## src/rtl/vlog_statmchs_pkg.sv

```systemverilog
// Shared widths and types for the summing state machine and its result collector.
package vlog_statmchs_pkg;

  localparam int unsigned SUM_W              = 8;
  localparam int unsigned SUM_FIFO_DEPTH_DEF = 4;

  typedef logic [SUM_W-1:0] sum_t;

  localparam logic [7:0] DROP_CNT_MAX = 8'hFF;

endpackage : vlog_statmchs_pkg

```

## src/rtl/vlog_statmchs_sum_fifo.sv

```systemverilog
// Small show-ahead FIFO holding collected sums: storage, pointers and occupancy.
// Pop is ignored when empty; push while full is only taken if a pop happens too.
module vlog_statmchs_sum_fifo
  import vlog_statmchs_pkg::*;
#(
  parameter int unsigned  W     = SUM_W,
  parameter int unsigned  DEPTH = SUM_FIFO_DEPTH_DEF,
  localparam int unsigned PTR_W = $clog2(DEPTH),
  localparam int unsigned CNT_W = PTR_W + 1
) (
  input  logic             clk,
  input  logic             reset_n,
  input  logic             flush,
  input  logic             push,
  input  logic             pop,
  input  logic [W-1:0]     wdata,
  output logic [W-1:0]     rdata,
  output logic [CNT_W-1:0] fill,
  output logic             full,
  output logic             empty
);

  logic [W-1:0]     mem_q [DEPTH];
  logic [PTR_W-1:0] wr_ptr_q, wr_ptr_d;
  logic [PTR_W-1:0] rd_ptr_q, rd_ptr_d;
  logic [CNT_W-1:0] fill_q, fill_d;
  logic             push_en_c;
  logic             pop_en_c;

  assign full  = (fill_q == CNT_W'(DEPTH));
  assign empty = (fill_q == '0);
  assign fill  = fill_q;
  assign rdata = mem_q[rd_ptr_q];

  assign pop_en_c  = pop & ~empty;
  assign push_en_c = push & (~full | pop_en_c);

  // Next pointer and occupancy values; flush overrides any push/pop.
  always_comb begin
    wr_ptr_d = wr_ptr_q;
    rd_ptr_d = rd_ptr_q;
    fill_d   = fill_q;
    if (flush) begin
      wr_ptr_d = '0;
      rd_ptr_d = '0;
      fill_d   = '0;
    end else begin
      if (push_en_c) wr_ptr_d = wr_ptr_q + PTR_W'(1);
      if (pop_en_c)  rd_ptr_d = rd_ptr_q + PTR_W'(1);
      unique case ({push_en_c, pop_en_c})
        2'b10:   fill_d = fill_q + CNT_W'(1);
        2'b01:   fill_d = fill_q - CNT_W'(1);
        default: fill_d = fill_q;
      endcase
    end
  end

  // Pointer and occupancy registers.
  always_ff @(posedge clk or negedge reset_n) begin
    if (!reset_n) begin
      wr_ptr_q <= '0;
      rd_ptr_q <= '0;
      fill_q   <= '0;
    end else begin
      wr_ptr_q <= wr_ptr_d;
      rd_ptr_q <= rd_ptr_d;
      fill_q   <= fill_d;
    end
  end

  // Storage; cleared on reset and flush so an empty FIFO presents zero.
  always_ff @(posedge clk or negedge reset_n) begin
    if (!reset_n) begin
      for (int i = 0; i < int'(DEPTH); i++) mem_q[i] <= '0;
    end else if (flush) begin
      for (int i = 0; i < int'(DEPTH); i++) mem_q[i] <= '0;
    end else if (push_en_c) begin
      mem_q[wr_ptr_q] <= wdata;
    end
  end

endmodule : vlog_statmchs_sum_fifo

```

## src/rtl/vlog_statmchs_sum_collect.sv

```systemverilog
// Collects each sum from the upstream summer on the rising edge of its ready,
// buffers it for a valid/ack consumer and counts results lost to a full FIFO.
// Optional running-peak tracker enabled by defining SUM_COLLECT_PEAK_EN.
module vlog_statmchs_sum_collect
  import vlog_statmchs_pkg::*;
#(
  parameter int unsigned  W     = SUM_W,
  parameter int unsigned  DEPTH = SUM_FIFO_DEPTH_DEF,
  localparam int unsigned CNT_W = $clog2(DEPTH) + 1
) (
  input  logic             clk,
  input  logic             reset_n,
  input  logic             clr,
  input  logic             ready_in,
  input  logic [W-1:0]     sum_in,
  output logic             out_valid,
  input  logic             out_ack,
  output logic [W-1:0]     out_data,
  output logic [CNT_W-1:0] fill,
  output logic             overflow,
  output logic [7:0]       drop_cnt
`ifdef SUM_COLLECT_PEAK_EN
  ,
  output logic [W-1:0]     peak
`endif
);

  logic       ready_d_q;
  logic       capture_c;
  logic       pop_c;
  logic       push_c;
  logic       drop_c;
  logic       full_c;
  logic       empty_c;
  logic       overflow_q, overflow_d;
  logic [7:0] drop_cnt_q, drop_cnt_d;

  // Edge history resets high so a ready held high out of reset never captures.
  always_ff @(posedge clk or negedge reset_n) begin
    if (!reset_n) ready_d_q <= 1'b1;
    else          ready_d_q <= ready_in;
  end

  assign capture_c = ready_in & ~ready_d_q;
  assign out_valid = ~empty_c;
  assign pop_c     = out_valid & out_ack;
  assign push_c    = capture_c & ~clr & (~full_c | pop_c);
  assign drop_c    = capture_c & ~clr & full_c & ~pop_c;

  vlog_statmchs_sum_fifo #(
    .W     (W),
    .DEPTH (DEPTH)
  ) u_fifo (
    .clk     (clk),
    .reset_n (reset_n),
    .flush   (clr),
    .push    (push_c),
    .pop     (pop_c),
    .wdata   (sum_in),
    .rdata   (out_data),
    .fill    (fill),
    .full    (full_c),
    .empty   (empty_c)
  );

  // Sticky overflow flag and saturating drop counter.
  always_comb begin
    overflow_d = overflow_q;
    drop_cnt_d = drop_cnt_q;
    if (clr) begin
      overflow_d = 1'b0;
      drop_cnt_d = '0;
    end else if (drop_c) begin
      overflow_d = 1'b1;
      if (drop_cnt_q != DROP_CNT_MAX) drop_cnt_d = drop_cnt_q + 8'(1);
    end
  end

  // Drop statistics registers.
  always_ff @(posedge clk or negedge reset_n) begin
    if (!reset_n) begin
      overflow_q <= 1'b0;
      drop_cnt_q <= '0;
    end else begin
      overflow_q <= overflow_d;
      drop_cnt_q <= drop_cnt_d;
    end
  end

  assign overflow = overflow_q;
  assign drop_cnt = drop_cnt_q;

`ifdef SUM_COLLECT_PEAK_EN
  logic [W-1:0] peak_q, peak_d;

  // Running maximum of accepted values; dropped results never count.
  always_comb begin
    peak_d = peak_q;
    if (clr)                             peak_d = '0;
    else if (push_c && sum_in > peak_q)  peak_d = sum_in;
  end

  // Peak register.
  always_ff @(posedge clk or negedge reset_n) begin
    if (!reset_n) peak_q <= '0;
    else          peak_q <= peak_d;
  end

  assign peak = peak_q;
`endif

endmodule : vlog_statmchs_sum_collect

```

## config.mk

```make
export PLATFORM = sky130hd
export DESIGN_NAME = vlog_statmchs_sum_collect
export DESIGN_NICKNAME = d
export VERILOG_FILES = /design/src/rtl/vlog_statmchs_pkg.sv /design/src/rtl/vlog_statmchs_sum_fifo.sv /design/src/rtl/vlog_statmchs_sum_collect.sv
export SDC_FILE = /design/constraint.sdc
export NUM_CORES = 1
export LEC_CHECK = 0
export BUFFER_PORTS_ARGS = -buffer_cell sky130_fd_sc_hd__buf_2
export CAP_MARGIN = 20
export CORE_ASPECT_RATIO = 1.1
export CORE_MARGIN = 8
export CORE_UTILIZATION = 36
export CTS_BUF_LIST = sky130_fd_sc_hd__clkbuf_16
export DETAILED_ROUTE_END_ITERATION = 16
export GPL_TIMING_DRIVEN = 1
export SLEW_MARGIN = 10
export SYNTH_ARGS = -nofsm -noshare
export SYNTH_HDL_FRONTEND = slang
export SYNTH_SLANG_ARGS = --single-unit
```

## constraint.sdc

```tcl
create_clock -name clk -period 3.25 [get_ports clk]
set_clock_uncertainty 0.1 [all_clocks]
set_input_delay 0 -clock clk [delete_from_list [all_inputs] [get_ports clk]]
set_output_delay 0 -clock clk [all_outputs]
set_load 0.01 [all_outputs]
```

==> run summary <==
Count of antenna diodes in the layout: 0. Measured along the y axis, the die boundary spans 102 um. In this run the critical register-to-register path is launched from u_fifo.fill[0]. The sequential cell area in the final layout is 0.00123 mm2.

Static timing analysis puts the maximum clock frequency at 462 MHz. The cell count after synthesis came out at 212. The critical path is of the reg -> reg type.

The final max-slew violation count is 0, and the area enclosed by the die boundary is 0.00970 mm2. Walking the worst path, the cells encountered are o31ai_1 > buf_4 > nor2_1 > fa_1 > nor3_1 > a31oi_1 > mux2_2. For this run, design rule violations remaining after detail routing come to 0. The signal arrival time at the worst endpoint is 2230 ps, and the combined area of all synthesized cells is 0.00245 mm2. The tools report the reg-to-reg endpoint as u_fifo.fill[2].

The tools report the via count of the first global-routing pass as 1859. The proportion of layout cells with a drive suffix above 1 is 0.249. In the synthesized netlist the dominant register cell turns out to be dfrtp_1. In this run the horizontal extent of the chip is 94.6 um. The standard-cell row count is 31.

The logs give 0 for the residual overflow from global routing and 2 for the largest buffer count on any clock path. The number of gates resized after CTS was 0. The most numerous cell in the Yosys netlist was dfrtp_1. The worst hold path passes through 5 cells. In the routed layout, each cell is associated on average with a via count of 5.15. The number of clock buffers added by TritonCTS is 5. The total wirelength of the detailed-routed design came out at 5370 um.

The tools report the startpoint of the worst hold path as out_ack. Post-DP HPWL: 3660 um. Counting every net in the synthesized netlist gives 231. The area of all placed cells without fillers is 0.00299 mm2. The worst-case IR drop observed on VDD is 0.310 mV. The tools report the area used by multi-input combinational logic as 0.00116 mm2. TritonCTS built the clock tree.

Dividing the synthesized area by the synthesized cell count gives 11.5 um2. The clock tree synthesis step divided the H-tree into 2 levels. Max-cap check violation count: 0. The number of cells on the worst reg-to-reg path is 7. The root buffer cell chosen for the clock tree is clkbuf_16.

The headroom to the max-slew limit was 0.501. The area share of the largest cell type after synthesis works out to 0.491. The tools report the starting density of the core as 0.371.

For the initial antenna violation count, the log shows 0. By area the synthesized netlist is led by dfrtp_1 49%, mux2i_1 13%, mux4_2 7.4%, nor2_1 6.9%, ha_1 2.6%. Synthesis inferred 49 register bits.

In this design, the stage delay of the slowest critical-path cell is 470 ps. The post-synthesis async set-or-reset flop share is 1.00. Counting the fill cells in the layout gives 641. After clock tree synthesis, the clock-pin slew on the worst setup and hold paths is 60 ps.

The slowest stage of the critical path is the dfrtp_1 cell. The analysis attributes to cell leakage a power of 1.57 nW. The run gives 0.121 as the overall fraction of global-route tracks in use. The routed wire length per instance was 15.8 um. The worst hold path terminates at u_fifo.rd_ptr_q[0]. The run gives 0.736 as the placer congestion estimate. For the number of routed nets with antenna violations, the log shows 0. The clock latency of the later-clocked register in the worst-skew pair came out at 280 ps.

Ratio of final minimum period to clock period: 0.666. The Yosys step of the flow raised 0 warnings. In this run the power density over the cells is 558 mW/mm2.

Sequential area share after synthesis: 0.502. The net total in the final layout is 275, and the maximum fanout along the worst path is 8. The cell type with the highest aggregate area in the netlist is dfrtp_1. At the pin with the least slew margin, the transition time is 748 ps. Summed over all failing endpoints, the final setup total negative slack is 0 ps. The tools report the buffers inserted during post-CTS setup optimization as 0.

The tools report the unique cell type count in the Yosys netlist as 33. The worst hold path belongs to the class in -> reg. Layout overhead on the synthesized area: 22.2%. Setup violations remaining at the end of the flow were counted as 0. The commonest cells after synthesis are 48 x dfrtp_1, 45 x nor2_1, 33 x mux2i_1. Counting every sink on the clock net gives 49. The first global-routing pass estimated 9260 um of wire. The final route contains 1747 vias.

For this design the top-level I/O count stands at 34. The number of buffers inserted by hold repair at cts is 10, and the area after detailed placement is 0.00270 mm2. The capturing element type of the critical path was a flop.

Before antenna repair, the detailed router went through 4 iterations. The number of flops mapped to enable cells by yosys works out to 0. Entering global routing, the biggest net connects 52 pins. Element type at the critical path start: a flop. The run finished with clean final reports. Setup repair after global routing left no endpoint under its margin. The tools report the final hold violation count as 0.

Power comes to 1.67 mW. After the first detailed-routing iteration, the DRC count stood at 56. In this run the register-to-register setup slack is 1090 ps. The count of buffers added on input and output ports is 33. The placeable core region is 0.00659 mm2, and the time the worst path needs with I/O delays and setup is 2160 ps.

Required time reported for the critical path endpoint: 3320 ps.
-- stage by stage --
stage	hold slack (ps)	util	setup slack [ps]	instances
3_3_place_gp	11.3	0.410	1160	321
6_report	123	0.454	1090	339
5_1_grt	173	0.454	866	339
2_1_floorplan	-396	-	898	212
3_5_place_dp	6.00	0.410	1090	321
4_1_cts	125	0.454	1080	339
-- cells by family after synthesis --
logic type / share of synthesized area
buffers and inverters: 0.0225
multiplexers: 0.218
flip-flops: 0.502
adder cells (fa/ha/maj): 0.0337
AO/OA/AOI/OAI: 0.0491
XOR/XNOR: 0.0107
AND/OR/NAND/NOR: 0.165
-- per-layer routing --
layer  vias to the layer above  global-route usage  share of wire
met1                       865               0.162           0.48
met3                         4              0.0389          0.074
met4                         0              0.0264         0.0078
li1                        833                   -              -
met2                        45               0.185           0.43
met5                         -                   0              0
-- placed cells by master (no fill, tap or decap) --
cell	Yosys	final
nand4_1	2	2
a21oi_1	9	9
or4_1	2	2
a31o_2	1	1
buf_4	0	3
nand2_1	3	3
inv_1	5	5
or3_1	4	4
mux4_2	8	8
buf_2	2	33
nor4b_2	1	1
nor3b_4	1	1
nand3_2	4	4
and4_1	1	1
clkinv_2	0	1
mux2i_1	33	33
mux2_2	2	2
fa_1	1	1
dfstp_2	1	1
dfrtp_1	48	48
bufinv_16	0	2
nor2b_1	3	3
o21ai_0	5	5
nor3_1	1	1
nand3b_1	2	2
nand3_1	4	4
a31oi_1	1	1
nor2_1	45	45
ha_1	5	5
nand2b_1	3	3
o211ai_2	1	1
or4b_2	1	1
xnor2_1	3	3
dlygate4sd3_1	0	10
clkbuf_16	0	5
o31ai_1	3	3
-- area by class of cell --
class                      count  area share
sequential                    49       0.410
multi-input combinational    149       0.389
timing repair buffer          46      0.0962
clock buffer                   5      0.0418
tap                           82      0.0343
clock inverter                 3      0.0217
inverter                       5     0.00627
-- how the worst max path moves through the flow --
stage / slack (ps) / to / start
floorplan: 900 / u_fifo.fill[2] / u_fifo.fill[0]
global placement: 1160 / u_fifo.fill[2] / u_fifo.fill[0]
detailed placement: 1090 / u_fifo.fill[2] / u_fifo.fill[0]
CTS: 1080 / u_fifo.fill[2] / u_fifo.fill[0]
global route: 870 / u_fifo.fill[2] / u_fifo.fill[0]
finish: 1090 / u_fifo.fill[2] / u_fifo.fill[0]
-- registers in the layout, indices dropped and copies added (netlist names) --
| name | flops |
|---|---|
| drop_cnt | 8 |
| u_fifo.fill | 3 |
| u_fifo.mem_q | 32 |
| u_fifo.wr_ptr_q | 2 |
| u_fifo.rd_ptr_q | 2 |
| ready_d_q | 1 |
| overflow | 1 |
-- power breakdown --
| part | internal, mW | switching (mW) | leakage [nW] |
|---|---|---|---|
| Sequential | 0.642 | 0.0659 | 0.677 |
| Clock | 0.439 | 0.220 | 0.0938 |
| Combinational | 0.151 | 0.150 | 0.804 |
| Total | 1.23 | 0.436 | 1.57 |
-- critical path: cells and delay by family, from the launching register on --
family / cells / cell delay, ps
adder cells (fa/ha/maj): 1 / 400
buffers and inverters: 1 / 190
flip-flops: 1 / 470
AND/OR/NAND/NOR: 2 / 270
AO/OA/AOI/OAI: 2 / 340
multiplexers: 1 / 280
Note: power is estimated with default switching activity, not from simulation.
